File: config.mk
export PLATFORM = sky130hd
export DESIGN_NAME = exec_arbiter
export DESIGN_NICKNAME = d
export VERILOG_FILES = /design/src/rtl/exec_arbiter.sv
export SDC_FILE = /design/constraint.sdc
export NUM_CORES = 1
export LEC_CHECK = 0
export CORE_MARGIN = 3
export CORE_UTILIZATION = 43
export CTS_CLUSTER_SIZE = 20
export DETAILED_ROUTE_END_ITERATION = 8
export GPL_TIMING_DRIVEN = 0
export PLACE_DENSITY = 0.86
export SETUP_SLACK_MARGIN = 0.02
export SKIP_LAST_GASP = 1
export SLEW_MARGIN = 30
export SYNTH_ARGS = -nofsm -noshare
export SYNTH_HDL_FRONTEND = slang
export SYNTH_SLANG_ARGS = --single-unit
File: constraint.sdc
create_clock -name clk -period 12 [get_ports clk]
set_clock_uncertainty 0.2 [all_clocks]
set_input_delay 2.4 -clock clk [delete_from_list [all_inputs] [get_ports clk]]
set_output_delay 2.4 -clock clk [all_outputs]
set_load 0.05 [all_outputs]
File: src/rtl/exec_arbiter.sv
// -----------------------------------------------------------------------------
// exec_arbiter
//
// Two-requester front end for a single shared execution unit. One operation is
// in flight at a time: a requester is granted in IDLE, its operands are
// registered onto the eu_* bus, the unit is given L cycles to settle (L =
// MUL_LAT for M-extension ops, 1 otherwise), the result is captured and then
// held in RESP until the consumer takes it.
//
// Parameters
//   MUL_LAT  EXEC cycles for M-extension ops (auxFunc == 7'b0000001), 1..15
//   CNT_W    width of the per-requester grant counters
//
// Ports
//   clk, reset               clock; asynchronous active-high reset
//   req{0,1}_valid/_ready    request handshake per requester
//   req{0,1}_opA/_opB        32-bit operands
//   req{0,1}_func/_auxFunc   funct3 / funct7
//   eu_opA/_opB/_func/_auxFunc  registered operation driven to the unit
//   eu_out                   combinational result from the unit
//   rsp_valid/_ready         response handshake
//   rsp_id                   requester that issued the held result
//   rsp_data                 captured result
//   busy                     high whenever the FSM is not in IDLE
//   grant_cnt0/_cnt1         accepted-operation counters (wrap)
// -----------------------------------------------------------------------------
module exec_arbiter #(
    parameter int MUL_LAT = 4,
    parameter int CNT_W   = 16
) (
    input  logic             clk,
    input  logic             reset,

    input  logic             req0_valid,
    output logic             req0_ready,
    input  logic [31:0]      req0_opA,
    input  logic [31:0]      req0_opB,
    input  logic [2:0]       req0_func,
    input  logic [6:0]       req0_auxFunc,

    input  logic             req1_valid,
    output logic             req1_ready,
    input  logic [31:0]      req1_opA,
    input  logic [31:0]      req1_opB,
    input  logic [2:0]       req1_func,
    input  logic [6:0]       req1_auxFunc,

    output logic [31:0]      eu_opA,
    output logic [31:0]      eu_opB,
    output logic [2:0]       eu_func,
    output logic [6:0]       eu_auxFunc,
    input  logic [31:0]      eu_out,

    output logic             rsp_valid,
    input  logic             rsp_ready,
    output logic             rsp_id,
    output logic [31:0]      rsp_data,

    output logic             busy,
    output logic [CNT_W-1:0] grant_cnt0,
    output logic [CNT_W-1:0] grant_cnt1
);

    typedef enum logic [1:0] {
        IDLE = 2'd0,
        EXEC = 2'd1,
        RESP = 2'd2
    } state_t;

    localparam logic [6:0]       AUX_MULDIV = 7'b0000001;
    // Counter is loaded with L-1 so that EXEC lasts exactly L cycles.
    localparam logic [3:0]       MUL_LOAD   = 4'(MUL_LAT - 1);
    localparam logic [CNT_W-1:0] CNT_ONE    = {{(CNT_W-1){1'b0}}, 1'b1};

    state_t      state, state_nxt;
    logic [3:0]  cyc_cnt;
    logic        last_grant;

    logic        sel;        // requester chosen by arbitration this cycle
    logic        hs;         // handshake with the selected requester
    logic [31:0] win_opA;
    logic [31:0] win_opB;
    logic [2:0]  win_func;
    logic [6:0]  win_auxFunc;

    function automatic logic [3:0] lat_load(input logic [6:0] aux);
        return (aux == AUX_MULDIV) ? MUL_LOAD : 4'd0;
    endfunction

    // -------------------------------------------------------------------------
    // Arbitration: a lone valid wins outright; on contention the requester
    // not recorded in last_grant wins.
    // -------------------------------------------------------------------------
    always_comb begin
        if (req0_valid && req1_valid) begin
            sel = ~last_grant;
        end else begin
            sel = req1_valid;
        end
    end

    always_comb begin
        win_opA     = sel ? req1_opA     : req0_opA;
        win_opB     = sel ? req1_opB     : req0_opB;
        win_func    = sel ? req1_func    : req0_func;
        win_auxFunc = sel ? req1_auxFunc : req0_auxFunc;
    end

    // -------------------------------------------------------------------------
    // Next state and ready outputs. Ready is gated by reset so it drops at
    // once on an asynchronous reset even while a requester holds valid.
    // -------------------------------------------------------------------------
    always_comb begin
        state_nxt  = state;
        req0_ready = 1'b0;
        req1_ready = 1'b0;
        hs         = 1'b0;
        case (state)
            IDLE: begin
                req0_ready = req0_valid & ~sel & ~reset;
                req1_ready = req1_valid &  sel & ~reset;
                hs         = req0_ready | req1_ready;
                if (hs) begin
                    state_nxt = EXEC;
                end
            end
            EXEC: begin
                if (cyc_cnt == 4'd0) begin
                    state_nxt = RESP;
                end
            end
            RESP: begin
                // Consumed response returns to IDLE; no grant in this cycle.
                if (rsp_ready) begin
                    state_nxt = IDLE;
                end
            end
            default: state_nxt = IDLE;
        endcase
    end

    // -------------------------------------------------------------------------
    // State register and EXEC cycle counter
    // -------------------------------------------------------------------------
    always_ff @(posedge clk or posedge reset) begin
        if (reset) begin
            state   <= IDLE;
            cyc_cnt <= 4'd0;
        end else begin
            state <= state_nxt;
            if (state == IDLE && hs) begin
                cyc_cnt <= lat_load(win_auxFunc);
            end else if (state == EXEC && cyc_cnt != 4'd0) begin
                cyc_cnt <= cyc_cnt - 4'd1;
            end
        end
    end

    // -------------------------------------------------------------------------
    // Operation capture on handshake. The eu_* bus only changes here, so it
    // stays stable through EXEC and RESP until the next grant.
    // -------------------------------------------------------------------------
    always_ff @(posedge clk or posedge reset) begin
        if (reset) begin
            eu_opA     <= 32'd0;
            eu_opB     <= 32'd0;
            eu_func    <= 3'd0;
            eu_auxFunc <= 7'd0;
            last_grant <= 1'b1;    // requester 0 wins the first contention
            rsp_id     <= 1'b0;
            grant_cnt0 <= '0;
            grant_cnt1 <= '0;
        end else if (state == IDLE && hs) begin
            eu_opA     <= win_opA;
            eu_opB     <= win_opB;
            eu_func    <= win_func;
            eu_auxFunc <= win_auxFunc;
            last_grant <= sel;
            rsp_id     <= sel;
            if (sel) begin
                grant_cnt1 <= grant_cnt1 + CNT_ONE;
            end else begin
                grant_cnt0 <= grant_cnt0 + CNT_ONE;
            end
        end
    end

    // -------------------------------------------------------------------------
    // Result capture on the last EXEC cycle only
    // -------------------------------------------------------------------------
    always_ff @(posedge clk or posedge reset) begin
        if (reset) begin
            rsp_data <= 32'd0;
        end else if (state == EXEC && cyc_cnt == 4'd0) begin
            rsp_data <= eu_out;
        end
    end

    assign rsp_valid = (state == RESP);
    assign busy      = (state != IDLE);

endmodule

### Word-level counts from Yosys, hierarchy flattened

Index checks and enable logic that the tools add are counted.
W data, S select, Z words.

* reduce and logical (&&, ||, !) cells: 12
* eq/ne operators: 6
* bitwise operators: 8
* muxes and demuxes: 15
* $add $sub $neg: 3

Operators by type and width (number)
* $mux W32: 2
* $add A16 B1 Y16 const B: 2
* $mux W2: 4
* $mux W4: 2
* $eq A7 B1 Y1 const B: 1
* $mux W7: 1
* $pmux W2 S3: 1
* $and A1 B1 Y1: 4
* $logic_and A1 B1 Y1: 4
* $logic_not A4 Y1: 1
* $mux W1: 4
* $ne A2 B2 Y1 const B: 2
* $reduce_and A2 Y1: 2
* $reduce_bool A2 Y1: 2
* $reduce_bool A4 Y1: 1
* $sub A4 B1 Y4 const B: 1
* $mux W3: 1
* $not A1 Y1: 3
* $reduce_and A3 Y1: 1
* $eq A2 B1 Y1 const B: 1
* $eq A2 B2 Y1 const B: 1
* $logic_not A2 Y1: 1
* $ne A2 B1 Y1 const B: 1
* $or A1 B1 Y1: 1

* input bits: 185
* output and inout bits: 143
* flip-flop bits (word level): 146
* word-level logic and storage cells: 55

### Depth between registers and ports, before layout

Gate-level depths: netlist (run 1).

* depth in word-level cells: 9
* gate-level depth with buffers: 7
* gate-level depth less buffers: 6

### Worst setup path before layout (run 1)

No wires, ideal clock.

* path type: input to output
* start point: input port reset
* end point: output port req1_ready
* stages: 3
* required time: 9.400 ns
* setup slack: 5.960 ns
* arrival time: 3.440 ns
* path buffers: 1
* cell sequence: or3_1 -> buf_6 -> nor2_2

* longest elaborated chain between the ends: 3

Ends and longest elaborated chain
* start, declared: line 32 `input logic reset,`
* $not A1 Y1: line 121 `req1_ready = req1_valid & sel & ~reset;`
* $and A1 B1 Y1: line 121
* $mux W1: line 118 `case (state)`
* end, declared: line 42 `output logic req1_ready,`

No other way between the ends.

### Final worst setup path (run 1)

Same ends and word-level chain as after synthesis.

==> results of run 1 <==
[worst max-delay path by stage]
stage           from                endpoint  slack (ns)  cells after the start
3_5_place_dp   reset              req1_ready        4.79                      5
4_1_cts        reset              req1_ready        4.79                      5
2_1_floorplan  reset  cyc_cnt[0]$_DFFE_PP0P_        5.48                      1
5_1_grt        reset              req0_ready        4.69                      5
6_report       reset              req1_ready        4.79                      5
3_3_place_gp   reset   eu_opA[9]$_DFFE_PP0N_        3.37                      2
[area by class of cell]
class | instances | area [um2]
Multi-Input combinational cell | 451 | 2520
Clock inverter | 9 | 130.1
Clock buffer | 22 | 464.2
Tap cell | 180 | 225.2
Buffer | 38 | 182.7
Fill cell | 998 | 3660
Inverter | 7 | 33.78
Sequential cell | 146 | 3655
Timing Repair Buffer | 329 | 3328
Antenna cell | 2 | 5.005
[cell families (layout without fill, tap and decap cells)]
| logic type | Yosys count | count (layout) | share of synthesized area (%) |
|---|---|---|---|
| AO/OA/AOI/OAI | 82 | 82 | 8.095 |
| XOR/XNOR | 33 | 33 | 4.528 |
| adder cells (fa/ha/maj) | 4 | 4 | 0.7840 |
| buffers and inverters | 45 | 405 | 3.273 |
| flip-flops | 146 | 146 | 57.25 |
| multiplexers | 33 | 33 | 5.821 |
| other | 0 | 2 | 0 |
| AND/OR/NAND/NOR | 299 | 299 | 20.25 |
[stage by stage]
stage	total power [W]	hold slack, ns	worst slack, ns
final	0.003063	0.2859	4.792
after global routing	0.003200	0.3208	4.688
after CTS	0.003081	0.2910	4.793
after detailed placement	0.002530	0.2732	4.789
after global placement	0.002499	0.2611	3.375
after floorplan	0.001911	0.3125	5.479
[state kept, by name, indices dropped and copies added (netlist names)]
register	cells
eu_opA	32
eu_opB	32
rsp_data	32
grant_cnt0	16
grant_cnt1	16
eu_auxFunc	7
cyc_cnt	4
eu_func	3
state	2
last_grant	1
rsp_id	1
[cells in the final DEF, fill, tap and decap left out, types with 2 or more instances in the layout]
cell type	n
a21o_1	2
a31oi_1	75
and3_1	4
and4_1	2
buf_1	2
buf_16	2
buf_2	20
buf_4	2
bufinv_16	3
clkbuf_1	16
clkbuf_16	17
clkbuf_8	2
clkdlybuf4s50_1	327
clkinv_2	3
dfrtp_1	145
diode_2	2
ha_1	4
inv_1	6
mux2_2	33
nand2_1	164
nand2b_1	2
nand3_1	15
nand4_1	10
nor2_1	81
nor3_1	6
nor4_1	2
nor4_4	3
o21ai_0	2
or2_2	2
xnor2_1	23
xor2_1	10
[power groups by stage]
stage | clock network (W) | logic [W] | registers [W]
final | 0.000542 | 0.00169 | 0.000831
after global routing | 0.000571 | 0.00177 | 0.000858
after CTS | 0.000548 | 0.00170 | 0.000832
after detailed placement | 0 | 0.00169 | 0.000837
after global placement | 0 | 0.00167 | 0.000828
after floorplan | 0 | 0.000399 | 0.00151
[critical path, cell delays in order]
cell	delay [ns]
clkdlybuf4s50_1	0.52
or3_1	0.36
buf_6	0.16
nor2_2	0.28
clkdlybuf4s50_1	0.88
[layer usage]
| layer | vias to the layer above | global-route usage, % | routed length, um |
|---|---|---|---|
| met2 | 268 | 45.01 | 11020 |
| met4 | 0 | 11.55 | 779 |
| li1 | 2871 | - | - |
| met1 | 2967 | 30.87 | 8137 |
| met3 | 57 | 9.042 | 1937 |
| met5 | - | 0 | 0 |
==> flow_metrics.env, run 1 <==
export IMPL_status="completed"
export IMPL_path_max_fanout=7
export IMPL_drcViolationCount=0
export IMPL_grt_max_degree=75
export IMPL_coreArea_mm2=0.01420
export IMPL_synth_cells=642
export IMPL_rr_worst_depth=6
export IMPL_clockBufferDepth=2
export IMPL_cts_hold_buffers=0
export IMPL_swShare_pct=46.78
export IMPL_combPwrFrac_pct=55.2
export IMPL_num_vias=6163
export IMPL_io_buffers=327
export IMPL_fin_area_mm2=0.01054
export IMPL_pwr_share_clk_pct=17.7
export IMPL_fin_cells=1184
export IMPL_grt_pass1_vias=6171
export IMPL_detailed_place_hpwl_um=16380
export IMPL_hp_class="flop to flop"
export IMPL_r2r_end="eu_opB[1]$_DFFE_PP0N_"
export IMPL_ys_seq_area_share_pct=57.25
export IMPL_wl_um=21870
export IMPL_clock_latency_ns=0.42
export IMPL_numCtsBuffers=17
export IMPL_grt_pass1_wl_um=33380
export IMPL_critPathArrivalTime_ns=4.61
export IMPL_placementRows=43
export IMPL_die_height_um=127.8
export IMPL_drt_pass1_iter_count=5
export IMPL_slew_viol_final=0
export IMPL_hp_start="rsp_id$_DFFE_PP0N_"
export IMPL_critical_path_required_ns=9.40
export IMPL_drt_iter0_drc=313
export IMPL_synth_commonest_cells="nand2_1 (164), dfrtp_1 (145), nor2_1 (81), a31oi_1 (75), mux2_2 (33)"
export IMPL_cts_sinks=146
export IMPL_synth_flop_cell="dfrtp_1"
export IMPL_htree_num_levels=4
export IMPL_syn_to_final_growth_pct=65.17
export IMPL_dp_cells=1151
export IMPL_fmax_mhz=138.7
export IMPL_worst_hold_path_num_cells=1
export IMPL_hold_viol_final=0
export IMPL_overflow=0
export IMPL_syn_num_nets=831
export IMPL_power_switching_w=0.001433
export IMPL_postCtsSetupBuffers=0
export IMPL_ys_top_cells_by_area="dfrtp_1 (57%), nand2_1 (9.6%), a31oi_1 (7.4%)"
export IMPL_period_minus_slack_ns=7.208
export IMPL_dieWidth_um=127.8
export IMPL_final_core_util_pct=74.23
export IMPL_relSlewSlack_pct=47.25
export IMPL_power_density_mw_per_mm2=290.5
export IMPL_place_congestion=0.9146
export IMPL_tns_ns=0
export IMPL_num_nets_final=1179
export IMPL_finalSetupViolCount=0
export IMPL_synthesis_area_mm2=0.006384
export IMPL_hold_path_end="rsp_id$_DFFE_PP0N_"
export IMPL_initial_core_util_pct=44.94
export IMPL_synth_avg_cell_area_um2=9.943
export IMPL_rsz0062_at_grt="false"
export IMPL_synth_warnings=0
export IMPL_cts_tree="yes"
export IMPL_ant_nets=0
export IMPL_synth_most_common_cell="nand2_1"
export IMPL_synth_edf_count=0
export IMPL_synth_top_area_cell="dfrtp_1"
export IMPL_max_cap_violations=0
export IMPL_end_kind="output port"
export IMPL_die_area_mm2=0.01634
export IMPL_peakVddDrop_mv=0.1431
export IMPL_ff2ff_setup_slack_ns=9.73
export IMPL_ys_ff_latch=146
export IMPL_seq_power_share_pct=27.1
export IMPL_grt_use_total_pct=26.66
export IMPL_finalCritPeriodShare_pct=60.06
export IMPL_clkTransAtPathRegs_ns=0.06
export IMPL_dpl_cell_area_mm2=0.009945
export IMPL_critPathLaunchType="input pin"
export IMPL_path_class="input pin to output port"
export IMPL_cts_root_buf="clkbuf_16"
export IMPL_power_internal_w=0.001630
export IMPL_ioPinCount=328
export IMPL_vias_per_cell=5.205
export IMPL_async_flop_share_pct=100.0
export IMPL_wl_per_cell_um=18.47
export IMPL_tightest_slew_ns=0.7841
export IMPL_p_leak_nw=4.473
export IMPL_r2r_start="last_grant$_DFFE_PP1N_"
export IMPL_drive_gt1_share_pct=9.681
export IMPL_grt_antenna_before_repair=0
export IMPL_yosysUniqueCellTypes=37
export IMPL_ctsResizeCount=0
export IMPL_synth_top_area_share_pct=56.84
(Power assumes the default switching activity.)
==> run 2, diff against run 1 <==
--- a/config.mk
+++ b/config.mk
@@ -6,11 +6,11 @@
 export NUM_CORES = 1
 export LEC_CHECK = 0
 export CORE_MARGIN = 3
-export CORE_UTILIZATION = 43
+export CORE_UTILIZATION = 40
 export CTS_CLUSTER_SIZE = 20
 export DETAILED_ROUTE_END_ITERATION = 8
 export GPL_TIMING_DRIVEN = 0
-export PLACE_DENSITY = 0.86
+export PLACE_DENSITY = 0.81
 export SETUP_SLACK_MARGIN = 0.02
 export SKIP_LAST_GASP = 1
 export SLEW_MARGIN = 30
==> constraint.sdc (replaced) <==
create_clock -name clk -period 7.3 [get_ports clk]
set_clock_uncertainty 0.2 [all_clocks]
set_input_delay 1.46 -clock clk [delete_from_list [all_inputs] [get_ports clk]]
set_output_delay 1.46 -clock clk [all_outputs]
set_load 0.05 [all_outputs]
==> flow_metrics.env, run 2 (same netlist as run 1, synthesis figures left out) <==
export IMPL_status="completed"
export IMPL_dieWidth_um=132.3
export IMPL_initial_core_util_pct=41.38
export IMPL_met1_usage_pct=28.95
export IMPL_end_kind="output port"
export IMPL_htree_num_levels=4
export IMPL_clkTransAtPathRegs_ns=0.06
export IMPL_period_minus_slack_ns=5.363
export IMPL_max_cap_violations=0
export IMPL_worst_hold_path_num_cells=1
export IMPL_grt_pass1_wl_um=33640
export IMPL_drt_iter0_drc=270
export IMPL_hold_path_end="grant_cnt1[15]$_DFFE_PP0P_"
export IMPL_grt_max_degree=77
export IMPL_ioPinCount=328
export IMPL_drcViolationCount=0
export IMPL_critPathLaunchType="input pin"
export IMPL_max_stage_delay_ns=0.88
export IMPL_met3_usage_pct=7.595
export IMPL_hp_start="grant_cnt1[15]$_DFFE_PP0P_"
export IMPL_critPathArrivalTime_ns=3.70
export IMPL_totalPowerFinal_w=0.005018
export IMPL_ff2ff_setup_slack_ns=4.99
export IMPL_ant_nets=0
export IMPL_r2r_start="last_grant$_DFFE_PP1N_"
export IMPL_power_density_mw_per_mm2=475.5
export IMPL_drive_gt1_share_pct=9.980
export IMPL_fillers=1258
export IMPL_grt_busiest_layer="met2"
export IMPL_dp_cells=1181
export IMPL_rsz0062_at_grt="false"
export IMPL_io_buffers=327
export IMPL_mostFrequentLayoutCells="clkdlybuf4s50_1 (327), nand2_1 (164), dfrtp_1 (145)"
export IMPL_overflow=0
export IMPL_diodes=0
export IMPL_slowest_stage="clkdlybuf4s50_1"
export IMPL_tightest_slew_ns=0.5756
export IMPL_finalCritPeriodShare_pct=73.46
export IMPL_wl_um=21470
export IMPL_die_area_mm2=0.01751
export IMPL_fin_cells=1213
export IMPL_critical_path_required_ns=5.64
export IMPL_hp_class="flop to flop"
export IMPL_seq_area_mm2=0.003655
export IMPL_cts_hold_buffers=0
export IMPL_grt_antenna_before_repair=0
export IMPL_reg_largest_list="eu_opA (32), eu_opB (32), rsp_data (32)"
export IMPL_vias_per_cell=4.988
export IMPL_detailed_place_hpwl_um=16250
export IMPL_coreArea_mm2=0.01543
export IMPL_clock_latency_ns=0.41
export IMPL_p_leak_nw=4.456
export IMPL_numCtsBuffers=17
export IMPL_multiInputGateArea_mm2=0.002520
export IMPL_r2r_end="eu_opB[1]$_DFFE_PP0N_"
export IMPL_place_congestion=0.9343
export IMPL_wl_per_cell_um=17.70
export IMPL_drt_pass1_iter_count=5
export IMPL_relSlewSlack_pct=61.50
export IMPL_ctsResizeCount=0
export IMPL_syn_to_final_growth_pct=65.31
export IMPL_cts_tree="yes"
export IMPL_grtUsageMet2_pct=42.54
export IMPL_dpl_cell_area_mm2=0.009956
export IMPL_grt_use_total_pct=24.54
export IMPL_crit_top_cell="clkdlybuf4s50_1"
export IMPL_num_vias=6051
export IMPL_cts_root_buf="clkbuf_16"
export IMPL_path_class="input pin to output port"
export IMPL_cts_sinks=146
export IMPL_tns_ns=0
export IMPL_fmax_mhz=186.5
export IMPL_path_cells="clkdlybuf4s50_1 -> or3_1 -> buf_6 -> nor2_2 -> clkdlybuf4s50_1"
export IMPL_postCtsSetupBuffers=0
export IMPL_hold_viol_final=0
export IMPL_peakVddDrop_mv=0.2310
export IMPL_fin_area_mm2=0.01055
export IMPL_placementRows=45
export IMPL_rr_worst_depth=5
export IMPL_slew_viol_final=0
export IMPL_grt_pass1_vias=6153
export IMPL_num_nets_final=1178
export IMPL_finalSetupViolCount=0
export IMPL_die_height_um=132.3
export IMPL_path_max_fanout=7
export IMPL_clockBufferDepth=2
export IMPL_final_common_cell="clkdlybuf4s50_1"
-- run 2: metal layers --
layer | up-vias | wire [um]
met5 | - | 0
met4 | 0 | 508
met3 | 33 | 1573
met2 | 240 | 11030
met1 | 2907 | 8355
li1 | 2871 | -
-- run 2: stage by stage --
| stage | worst slack, ns | hold WS (ns) | utilization [%] |
|---|---|---|---|
| after CTS | 1.943 | 0.2742 | 68.40 |
| after floorplan | 1.719 | 0.3125 | - |
| after detailed placement | 1.951 | 0.2655 | 64.53 |
| final | 1.937 | 0.2667 | 68.40 |
| after global placement | -0.4671 | 0.2596 | 64.31 |
| after global routing | 1.860 | 0.2936 | 68.40 |
-- run 2: layout make-up --
| cell class | count | share of cell area (%) |
|---|---|---|
| Tap cell | 211 | 2.502 |
| Inverter | 7 | 0.3201 |
| Clock inverter | 15 | 1.624 |
| Multi-Input combinational cell | 451 | 23.88 |
| Clock buffer | 17 | 4.031 |
| Buffer | 38 | 1.731 |
| Sequential cell | 146 | 34.63 |
| Timing Repair Buffer | 328 | 31.28 |
-- run 2: power by group --
group	switching, W	internal, W	leakage (nW)	total [W]
sequential	0.000209	0.00116	1.72	0.00137
clock	0.000373	0.000514	0.286	0.000887
combinational	0.00180	0.000965	2.45	0.00276
total	0.00238	0.00264	4.46	0.00502
-- run 2: worst max-delay path: cells and delay by family --
family / cells / cell delay [ns]
and+or+nand+nor: 2 / 0.67
buffers and inverters: 3 / 1.57
-- run 2: how the worst max path moves through the flow --
stage	endpoint	from	cells past startpoint	slack, ns
3_3_place_gp	eu_opB[18]$_DFFE_PP0N_	reset	2	-0.47
6_report	req1_ready	reset	5	1.94
2_1_floorplan	cyc_cnt[0]$_DFFE_PP0P_	reset	1	1.72
5_1_grt	req0_ready	reset	5	1.86
3_5_place_dp	req1_ready	reset	5	1.95
4_1_cts	req1_ready	reset	5	1.94
==> run 3, diff against run 2 <==
==> constraint.sdc (replaced) <==
create_clock -name clk -period 5.55 [get_ports clk]
set_clock_uncertainty 0.2 [all_clocks]
set_input_delay 1.11 -clock clk [delete_from_list [all_inputs] [get_ports clk]]
set_output_delay 1.11 -clock clk [all_outputs]
set_load 0.05 [all_outputs]
==> results of run 3 <==
Same layout as run 2 (identical final DEF). Status: completed.
Main changes from that run: setup slack after placement 1.951 ns -> 0.9013 ns; setup slack after layout 1.937 ns -> 0.8873 ns; register-to-register setup slack 4.99 ns -> 3.24 ns; total power 0.005018 W -> 0.006600 W; worst IR drop on VDD 0.2310 mV -> 0.3039 mV
